[config.mk]
export PLATFORM = sky130hd
export DESIGN_NAME = iso_char_rx_flat
export DESIGN_NICKNAME = d
export VERILOG_FILES = /design/src/rtl/iso7816_pkg.sv /design/src/rtl/iso_char_rx_if.sv /design/src/rtl/etu_timer.sv /design/src/rtl/iso_char_rx.sv /design/src/flat_wrapper.sv
export SDC_FILE = /design/constraint.sdc
export NUM_CORES = 1
export LEC_CHECK = 0
export ABC_AREA = 1
export CELL_PAD_IN_SITES_DETAIL_PLACEMENT = 1
export CELL_PAD_IN_SITES_GLOBAL_PLACEMENT = 1
export CORE_MARGIN = 2
export CORE_UTILIZATION = 45
export CTS_CLUSTER_DIAMETER = 80
export CTS_CLUSTER_SIZE = 10
export DETAILED_ROUTE_END_ITERATION = 8
export GPL_ROUTABILITY_DRIVEN = 0
export PLACE_DENSITY = 0.86
export REMOVE_ABC_BUFFERS = 1
export SLEW_MARGIN = 25
export SYNTH_ARGS = -nofsm -noshare
export SYNTH_HDL_FRONTEND = slang
export SYNTH_HIERARCHICAL = 1
export SYNTH_SLANG_ARGS = --single-unit
[constraint.sdc]
create_clock -name clk -period 2.7 [get_ports clk]
set_input_delay 0.54 -clock clk [delete_from_list [all_inputs] [get_ports clk]]
set_output_delay 0.54 -clock clk [all_outputs]
set_load 0.03 [all_outputs]
[src/rtl/iso7816_pkg.sv]
// Shared definitions for the ISO 7816 character receiver: state encoding,
// default ETU counter width and the bit-position helper for both conventions.
package iso7816_pkg;

   localparam int unsigned ETU_WIDTH_DEF = 16;

   typedef enum logic [2:0] {
      IDLE   = 3'd0,
      START  = 3'd1,
      DATA   = 3'd2,
      PARITY = 3'd3,
      GUARD  = 3'd4,
      ERRSIG = 3'd5
   } rx_state_e;

   // Inverse convention sends MSB first, so received bit k lands at 7-k.
   function automatic logic [2:0] bit_pos(input logic [2:0] k, input logic inv);
      return inv ? ~k : k;
   endfunction

endpackage

[src/rtl/iso_char_rx_if.sv]
// Line-side inputs and character-side outputs of the ISO 7816 receiver.
interface iso_char_rx_if #(
   parameter int unsigned ETU_WIDTH = iso7816_pkg::ETU_WIDTH_DEF
);
   logic                 enable;
   logic                 rxIn;
   logic [ETU_WIDTH-1:0] clocksPerEtu;
   logic                 inverseConvention;
   logic                 errorSignalEn;
   logic [7:0]           dataOut;
   logic                 dataValid;
   logic                 parityError;
   logic                 ioPullLow;
   logic                 busy;

   modport slave (
      input  enable, rxIn, clocksPerEtu, inverseConvention, errorSignalEn,
      output dataOut, dataValid, parityError, ioPullLow, busy
   );

   modport master (
      output enable, rxIn, clocksPerEtu, inverseConvention, errorSignalEn,
      input  dataOut, dataValid, parityError, ioPullLow, busy
   );
endinterface

[src/rtl/etu_timer.sv]
// ETU counter: counts 0..limit_i and wraps; strobes at the mid-bit point and at wrap.
module etu_timer #(
   parameter int unsigned WIDTH = 16
) (
   input  logic             clk,
   input  logic             reset,
   input  logic             clear_i,
   input  logic [WIDTH-1:0] limit_i,
   output logic             half_o,
   output logic             wrap_o
);

   logic [WIDTH-1:0] cnt_q, cnt_d;

   assign half_o = (cnt_q == (limit_i >> 1));
   assign wrap_o = (cnt_q == limit_i);

   always_comb begin
      if (clear_i || wrap_o) cnt_d = '0;
      else                   cnt_d = cnt_q + WIDTH'(1);
   end

   always_ff @(posedge clk or posedge reset) begin
      if (reset) cnt_q <= '0;
      else       cnt_q <= cnt_d;
   end

endmodule

[src/rtl/iso_char_rx.sv]
// ISO 7816 asynchronous character receiver with parity check and error signal.
module iso_char_rx
   import iso7816_pkg::*;
#(
   parameter int unsigned ETU_WIDTH = ETU_WIDTH_DEF
) (
   input  logic         clk,
   input  logic         reset,
   iso_char_rx_if.slave bus
);

   rx_state_e            state_q, state_d;
   logic                 rx_prev_q;
   logic [ETU_WIDTH-1:0] etu_q, etu_d;
   logic [3:0]           idx_q, idx_d;
   logic [7:0]           shift_q, shift_d;
   logic [7:0]           data_q, data_d;
   logic                 bad_q, bad_d;
   logic                 done_q, done_d;
   logic                 valid_q, valid_d;
   logic                 perr_q, perr_d;
   logic                 pull_q, pull_d;
   logic                 busy_q;
   logic                 half, wrap;
   logic                 start_edge;
   logic                 rx_logic;

   etu_timer #(.WIDTH(ETU_WIDTH)) u_timer (
      .clk     (clk),
      .reset   (reset),
      .clear_i (state_q == IDLE),
      .limit_i (etu_q),
      .half_o  (half),
      .wrap_o  (wrap)
   );

   assign start_edge = bus.enable && rx_prev_q && !bus.rxIn;
   assign rx_logic   = bus.rxIn ^ bus.inverseConvention;

   always_comb begin
      state_d = state_q;
      etu_d   = etu_q;
      idx_d   = idx_q;
      shift_d = shift_q;
      data_d  = data_q;
      bad_d   = bad_q;
      done_d  = done_q;
      valid_d = 1'b0;
      perr_d  = 1'b0;
      pull_d  = pull_q;

      // idx_q counts whole etus since the start edge; bit n is sampled at idx n.
      if (wrap && idx_q != 4'hF) idx_d = idx_q + 4'd1;

      unique case (state_q)
         IDLE: begin
            idx_d = '0;
            if (start_edge) begin
               state_d = START;
               etu_d   = bus.clocksPerEtu;
            end
         end
         START: begin
            if (half) state_d = bus.rxIn ? IDLE : DATA;
         end
         DATA: begin
            if (half) begin
               shift_d[bit_pos(idx_q[2:0] - 3'd1, bus.inverseConvention)] = rx_logic;
               if (idx_q == 4'd8) state_d = PARITY;
            end
         end
         PARITY: begin
            // Parity is sampled first; the result is published one cycle later.
            if (done_q) begin
               data_d  = shift_q;
               valid_d = 1'b1;
               perr_d  = bad_q;
               done_d  = 1'b0;
               state_d = GUARD;
            end else if (half) begin
               bad_d  = (^shift_q) ^ rx_logic;
               done_d = 1'b1;
            end
         end
         GUARD: begin
            if (half) begin
               if (bad_q && bus.errorSignalEn) begin
                  state_d = ERRSIG;
                  pull_d  = 1'b1;
               end else begin
                  state_d = IDLE;
               end
            end
         end
         ERRSIG: begin
            if (half) begin
               state_d = IDLE;
               pull_d  = 1'b0;
            end
         end
         default: state_d = IDLE;
      endcase

      if (!bus.enable) begin
         state_d = IDLE;
         data_d  = data_q;
         valid_d = 1'b0;
         perr_d  = 1'b0;
         done_d  = 1'b0;
         pull_d  = 1'b0;
      end
   end

   always_ff @(posedge clk or posedge reset) begin
      if (reset) begin
         state_q   <= IDLE;
         rx_prev_q <= 1'b1;
         etu_q     <= '0;
         idx_q     <= '0;
         shift_q   <= '0;
         data_q    <= '0;
         bad_q     <= 1'b0;
         done_q    <= 1'b0;
         valid_q   <= 1'b0;
         perr_q    <= 1'b0;
         pull_q    <= 1'b0;
         busy_q    <= 1'b0;
      end else begin
         state_q   <= state_d;
         rx_prev_q <= bus.rxIn;
         etu_q     <= etu_d;
         idx_q     <= idx_d;
         shift_q   <= shift_d;
         data_q    <= data_d;
         bad_q     <= bad_d;
         done_q    <= done_d;
         valid_q   <= valid_d;
         perr_q    <= perr_d;
         pull_q    <= pull_d;
         busy_q    <= (state_d != IDLE);
      end
   end

   assign bus.dataOut     = data_q;
   assign bus.dataValid   = valid_q;
   assign bus.parityError = perr_q;
   assign bus.ioPullLow   = pull_q;
   assign bus.busy        = busy_q;

endmodule

[src/flat_wrapper.sv]
// flat-port wrapper written by rule: the top's interface ports become plain ports
module iso_char_rx_flat import iso7816_pkg::*;
#(
   parameter int unsigned ETU_WIDTH = ETU_WIDTH_DEF
)
  (clk, reset, bus_enable, bus_rxIn, bus_clocksPerEtu, bus_inverseConvention, bus_errorSignalEn, bus_dataOut, bus_dataValid, bus_parityError, bus_ioPullLow, bus_busy);
  iso_char_rx_if #(.ETU_WIDTH(ETU_WIDTH)) bus_i ();
  input  logic clk;
  input  logic reset;
  input wire logic [$bits(bus_i.enable)-1:0] bus_enable;
  input wire logic [$bits(bus_i.rxIn)-1:0] bus_rxIn;
  input wire logic [$bits(bus_i.clocksPerEtu)-1:0] bus_clocksPerEtu;
  input wire logic [$bits(bus_i.inverseConvention)-1:0] bus_inverseConvention;
  input wire logic [$bits(bus_i.errorSignalEn)-1:0] bus_errorSignalEn;
  output wire logic [$bits(bus_i.dataOut)-1:0] bus_dataOut;
  output wire logic [$bits(bus_i.dataValid)-1:0] bus_dataValid;
  output wire logic [$bits(bus_i.parityError)-1:0] bus_parityError;
  output wire logic [$bits(bus_i.ioPullLow)-1:0] bus_ioPullLow;
  output wire logic [$bits(bus_i.busy)-1:0] bus_busy;
  assign bus_i.enable = bus_enable;
  assign bus_i.rxIn = bus_rxIn;
  assign bus_i.clocksPerEtu = bus_clocksPerEtu;
  assign bus_i.inverseConvention = bus_inverseConvention;
  assign bus_i.errorSignalEn = bus_errorSignalEn;
  assign bus_dataOut = bus_i.dataOut;
  assign bus_dataValid = bus_i.dataValid;
  assign bus_parityError = bus_i.parityError;
  assign bus_ioPullLow = bus_i.ioPullLow;
  assign bus_busy = bus_i.busy;
  iso_char_rx #(.ETU_WIDTH(ETU_WIDTH)) u_core (.clk(clk), .reset(reset), .bus(bus_i));
endmodule
Word-level counts from Yosys, hierarchy flattened
Index checks and enable logic that the tools add are counted.
- reduce and logical (&&, ||, !) cells: 16
- muxes and demuxes: 33
- equal/unequal tests: 14
- $lt $le $gt $ge: 2
- add/sub/neg operators: 3
- bitwise gates (word level): 4
- operators with widths (operator ; number):
    two-way mux 3 bit ; 10
    case mux 3 bit (6 select lines) ; 1
    adder 16 x 1 -> 16 bit, second input constant ; 1
    equality test 16 x 15 -> 1 bit ; 1
    equality test 16 bit ; 1
    two-way mux 16 bit ; 1
    two-way mux 1 bit ; 15
    inequality test 3 x 2 -> 1 bit, second input constant ; 3
    bitwise mux 8 bit ; 1
    two-way mux 4 bit ; 2
    parity 8 bit ; 1
    equality test 3 x 2 -> 1 bit, second input constant ; 2
    equality test 3 bit, second input constant ; 2
    AND reduction 3 bit ; 2
    logical AND 1 bit ; 5
    adder 4 x 1 -> 4 bit, second input constant ; 1
    equality test 4 bit, second input constant ; 1
    less-than comparator 3 x 4 -> 1 bit, second input constant ; 1
    inequality test 4 bit, second input constant ; 1
    AND reduction 2 bit ; 2
    AND reduction 4 bit ; 1
    demux 1 bit (select 3 bit) ; 1
    equality test 3 x 1 -> 1 bit, second input constant ; 1
    >= comparator 3 x 1 -> 1 bit, second input constant ; 1
    13 further kinds ; 14
- output and inout port bits: 12
- word-level logic and storage cells: 85
- register bits: 62
- input port bits: 22

Logic depth before layout (Yosys ltp)
- word-level depth: 8
- mapped depth: 15
- depth with buffers taken out: 14

Cells and area by module
The synthesis kept the hierarchy.
- modules (own cells, without submodules) (module ; seq. area each (sq um) ; area each (sq um) ; cells an instance ; instances):
    iso_char_rx ; 1152.4 ; 2225.9 ; 273 ; 1
    etu_timer ; 400.4 ; 1325.0 ; 222 ; 1

Worst setup path before layout
No wires, ideal clock.
- path type: register to register
- start point: register u_core.u_timer.cnt_q[6]
- end point: register u_core.shift_q[5]
- setup time: 126 ps
- stages on the path, launching flop included: 15
- period minus slack after synthesis: 1754 ps
- arrival time: 1628 ps
- data required time: 2574 ps
- path buffers: 1
- setup slack: 946 ps
- path through: dfrtp_1 > buf_2 > inv_2 > nand2_1 > nand4_1 > nor3_1 > nand2_1 > nor2_1 > inv_1 > nor2_1 > inv_2 > nor2_4 > inv_1 > nor2_1 > o21ai_0
- word-level cells in the longest chain between the ends: 2
- RTL lines (element ; line ; text):
    start: declaration ; etu_timer.sv:13 ; logic [WIDTH-1:0] cnt_q, cnt_d;
    start signal: assignment ; etu_timer.sv:25 ; else cnt_q <= cnt_d;
    equality test 16 x 15 -> 1 bit ; etu_timer.sv:15 ; assign half_o = (cnt_q == (limit_i >> 1));
    named net u_core.half ; iso_char_rx.sv:24 ; logic half, wrap;
    AND reduction 2 bit (no source line) ; -- ;
    end signal: assignment ; iso_char_rx.sv:133 ; shift_q <= shift_d;
    end: declaration ; iso_char_rx.sv:16 ; logic [7:0] shift_q, shift_d;
The timed path passes the listed nets, and every way through them passes these cells.
A chain may end at the register's enable or synchronous reset.

Worst setup path after layout
- start point: register u_core.u_timer.cnt_q[9]
- end point: register u_core.shift_q[7]
The elaborated chain is that of the path after synthesis.

==> flow_metrics.env <==
export IMPL_status="completed"
export IMPL_fillers=1040
export IMPL_fin_tns_setup_ns=0
export IMPL_static_leakage_power_uw=0.00203
export IMPL_clockBufferDepth=2
export IMPL_crit_required_ns=2.96
export IMPL_cts_resized=0
export IMPL_slowest_delay_ns=0.51
export IMPL_drt_initial_drc_count=77
export IMPL_synthCells=495
export IMPL_mostFrequentLayoutCells="nand2_1 (198), dfrtp_1 (61), inv_1 (60), nor2_1 (49), clkdlybuf4s50_1 (33)"
export IMPL_portBuffers=33
export IMPL_synthArstFlopShare_pct=100
export IMPL_drv_cap=0
export IMPL_numCtsBuffers=9
export IMPL_fmax_mhz=423
export IMPL_syn_area_um2=3550
export IMPL_synth_cell_types=29
export IMPL_slowest_stage="dfrtp_1"
export IMPL_rsz0062_at_grt="no"
export IMPL_cts_setup_buffers=0
export IMPL_final_core_util_pct=53.8
export IMPL_start_util_pct=46.2
export IMPL_slew_violations=0
export IMPL_cp_arrival_ns=2.63
export IMPL_crit_chain="inv_2 > nand2_1 > nand4_1 > nor3_1 > nand2_1 > nor2_1 > inv_1 > nor2_1 > inv_2 > nor2_4 > inv_1 > nor2_1 > nand2_1 > o21ai_0"
export IMPL_syn2layout_area_growth_pct=16.4
export IMPL_ir_drop_mv=0.280
export IMPL_die_area_um2=8620
export IMPL_powerDensity_nw_per_um2=521
export IMPL_antenna_found_initial=0
export IMPL_n_antenna_cell=0
export IMPL_setup_viol=0
export IMPL_core_um2=7690
export IMPL_synth_warnings=6
export IMPL_path_clk_slew_ns=0.08
export IMPL_grt_overflow=0
export IMPL_syn_avg_cell_area_um2=7.17
export IMPL_fin_crit_ns=2.37
export IMPL_reg2regPathDepth=14
export IMPL_yosysSeqAreaShare_pct=43.7
export IMPL_worst_slew_pin_slew_ns=0.695
export IMPL_hpwl_um=7260
export IMPL_ant_nets=0
export IMPL_clock_latency_ns=0.35
export IMPL_yosys_register_bits=62
export IMPL_gr_usage_all_layers_pct=24.4
export IMPL_root_buffer="clkbuf_8"
export IMPL_synth_edf_count=0
export IMPL_grt_pass1_wl_um=16300
export IMPL_worst_setup_path_start_kind="register"
export IMPL_cts_hold_buf=0
export IMPL_dr_pass1_iters=4
export IMPL_drive_gt1_share_pct=8.33
export IMPL_startpoint="u_core/u_timer/cnt_q[9]"
export IMPL_die_y_um=92.8
export IMPL_pin_count=34
export IMPL_path_class="register to register"
export IMPL_endpoint_kind="register"
export IMPL_rows=32
export IMPL_reg2reg_slack_ns=0.33
export IMPL_hold_class="input port to async pin"
export IMPL_timing_final_crit_share_pct=87.6
export IMPL_yosys_most_used_dff="dfrtp_1"
export IMPL_timing_critical_path_to="u_core/shift_q[7]"
export IMPL_htreeDepth=3
export IMPL_vias_per_cell=4.99
export IMPL_numClockSinks=62
export IMPL_wl_um=9620
export IMPL_grt_pass1_vias=3459
export IMPL_wire_per_inst_um=15.0
export IMPL_hold_violations=0
export IMPL_reg2reg_to="u_core/shift_q[7]"
export IMPL_die_width_um=92.8
export IMPL_multiInputGateArea_um2=1660
export IMPL_r2r_start="u_core/u_timer/cnt_q[9]"
export IMPL_finClkSkew_ns=0.0102
export IMPL_crit_fanout=7
export IMPL_drcViolationCount=0
export IMPL_layout_commonest_cell="nand2_1"
export IMPL_maxSlewHeadroom_pct=53.6
export IMPL_grt_max_degree=28
export IMPL_final_nets=560
export IMPL_regArea_um2=1550
export IMPL_dr_total_vias=3204
export IMPL_cts_tree="built"
per-stage QoR:
stage,cells,worst slack [ns],hold WS (ns),cell area (µm²),total power [µW]
final,642,0.334,0.388,4130,2150
after global routing,642,0.0834,0.402,4130,2260
after CTS,642,0.408,0.388,4130,2160
after detailed placement,626,0.482,0.462,3970,1430
after global placement,626,0.612,0.466,3970,1410
after floorplan,488,0.961,0.454,3490,1290
layout make-up:
class                           count  share of cell area, %
Clock buffer                       12                   3.51
Multi-Input combinational cell    354                   40.2
Inverter                           72                   6.54
Sequential cell                    62                   37.6
Tap cell                          102                   3.09
Clock inverter                      4                  0.545
Timing Repair Buffer               36                   8.54
worst max-delay path, delay by kind of cell (launching register included):
family          cells  cell delay [ns]
compound gates      1             0.07
buf+inv             4             0.35
flops               1             0.51
simple gates        9             1.34
layer usage:
| layer | global-route usage, % | up-vias | wire length (µm) |
|---|---|---|---|
| li1 | - | 1584 | - |
| met1 | 28.2 | 1564 | 4100 |
| met2 | 44.8 | 38 | 5100 |
| met3 | 3.09 | 18 | 178 |
| met4 | 10.5 | 0 | 244 |
| met5 | 0 | - | 0 |
sequential cells by signal, indices dropped and copies added (netlist names):
register                cells
u_core/etu_q               16
u_core/u_timer/cnt_q       16
u_core/bus.dataOut          8
u_core/shift_q              8
u_core/idx_q                4
u_core/state_q              3
u_core/bad_q                1
u_core/bus.busy             1
u_core/bus.dataValid        1
u_core/bus.ioPullLow        1
u_core/bus.parityError      1
u_core/done_q               1
u_core/rx_prev_q            1
kinds of logic after synthesis:
logic type               after synthesis  synth area share, %
AND/OR/NAND/NOR                      300                 35.0
AO/OA/AOI/OAI                         25                 4.19
flip-flops                            62                 43.7
adder cells (fa/ha/maj)                3                 1.06
XOR/XNOR                              26                 6.62
buffers and inverters                 79                 9.44
synthesized netlist by cell type (2+ instances only):
library cell | number | area, µm²
a21oi_1 | 5 | 25.0
buf_4 | 2 | 15.0
buf_6 | 4 | 45.0
dfrtp_1 | 61 | 1530
ha_1 | 3 | 37.5
inv_1 | 61 | 229
inv_2 | 11 | 41.3
nand2_1 | 198 | 743
nand3_1 | 24 | 120
nand4_1 | 8 | 50.1
nor2_1 | 49 | 184
nor2_2 | 2 | 12.5
nor2_4 | 3 | 33.8
nor3_1 | 10 | 50.1
o21ai_0 | 11 | 55.1
o21ai_1 | 2 | 10.0
o21ai_2 | 6 | 52.6
xnor2_1 | 5 | 43.8
xor2_1 | 20 | 175
worst min-delay path by stage:
stage	slack, ns	depth (start not counted)	endpoint
2_1_floorplan	0.45	1	u_core/u_timer/cnt_q[0]
3_5_place_dp	0.46	2	u_core/bus.dataOut[3]
5_1_grt	0.40	2	u_core/etu_q[15]
4_1_cts	0.39	2	u_core/etu_q[15]
6_report	0.39	2	u_core/etu_q[15]
3_3_place_gp	0.47	2	u_core/bus.dataOut[3]
power by group:
group,switching (µW),internal (µW),total [µW],leakage [µW]
logic,220,142,363,0.00114
registers,68.9,988,1060,0.000804
clock network,379,354,733,0.0000861
No activity file was read; power rests on OpenSTA's default activity.
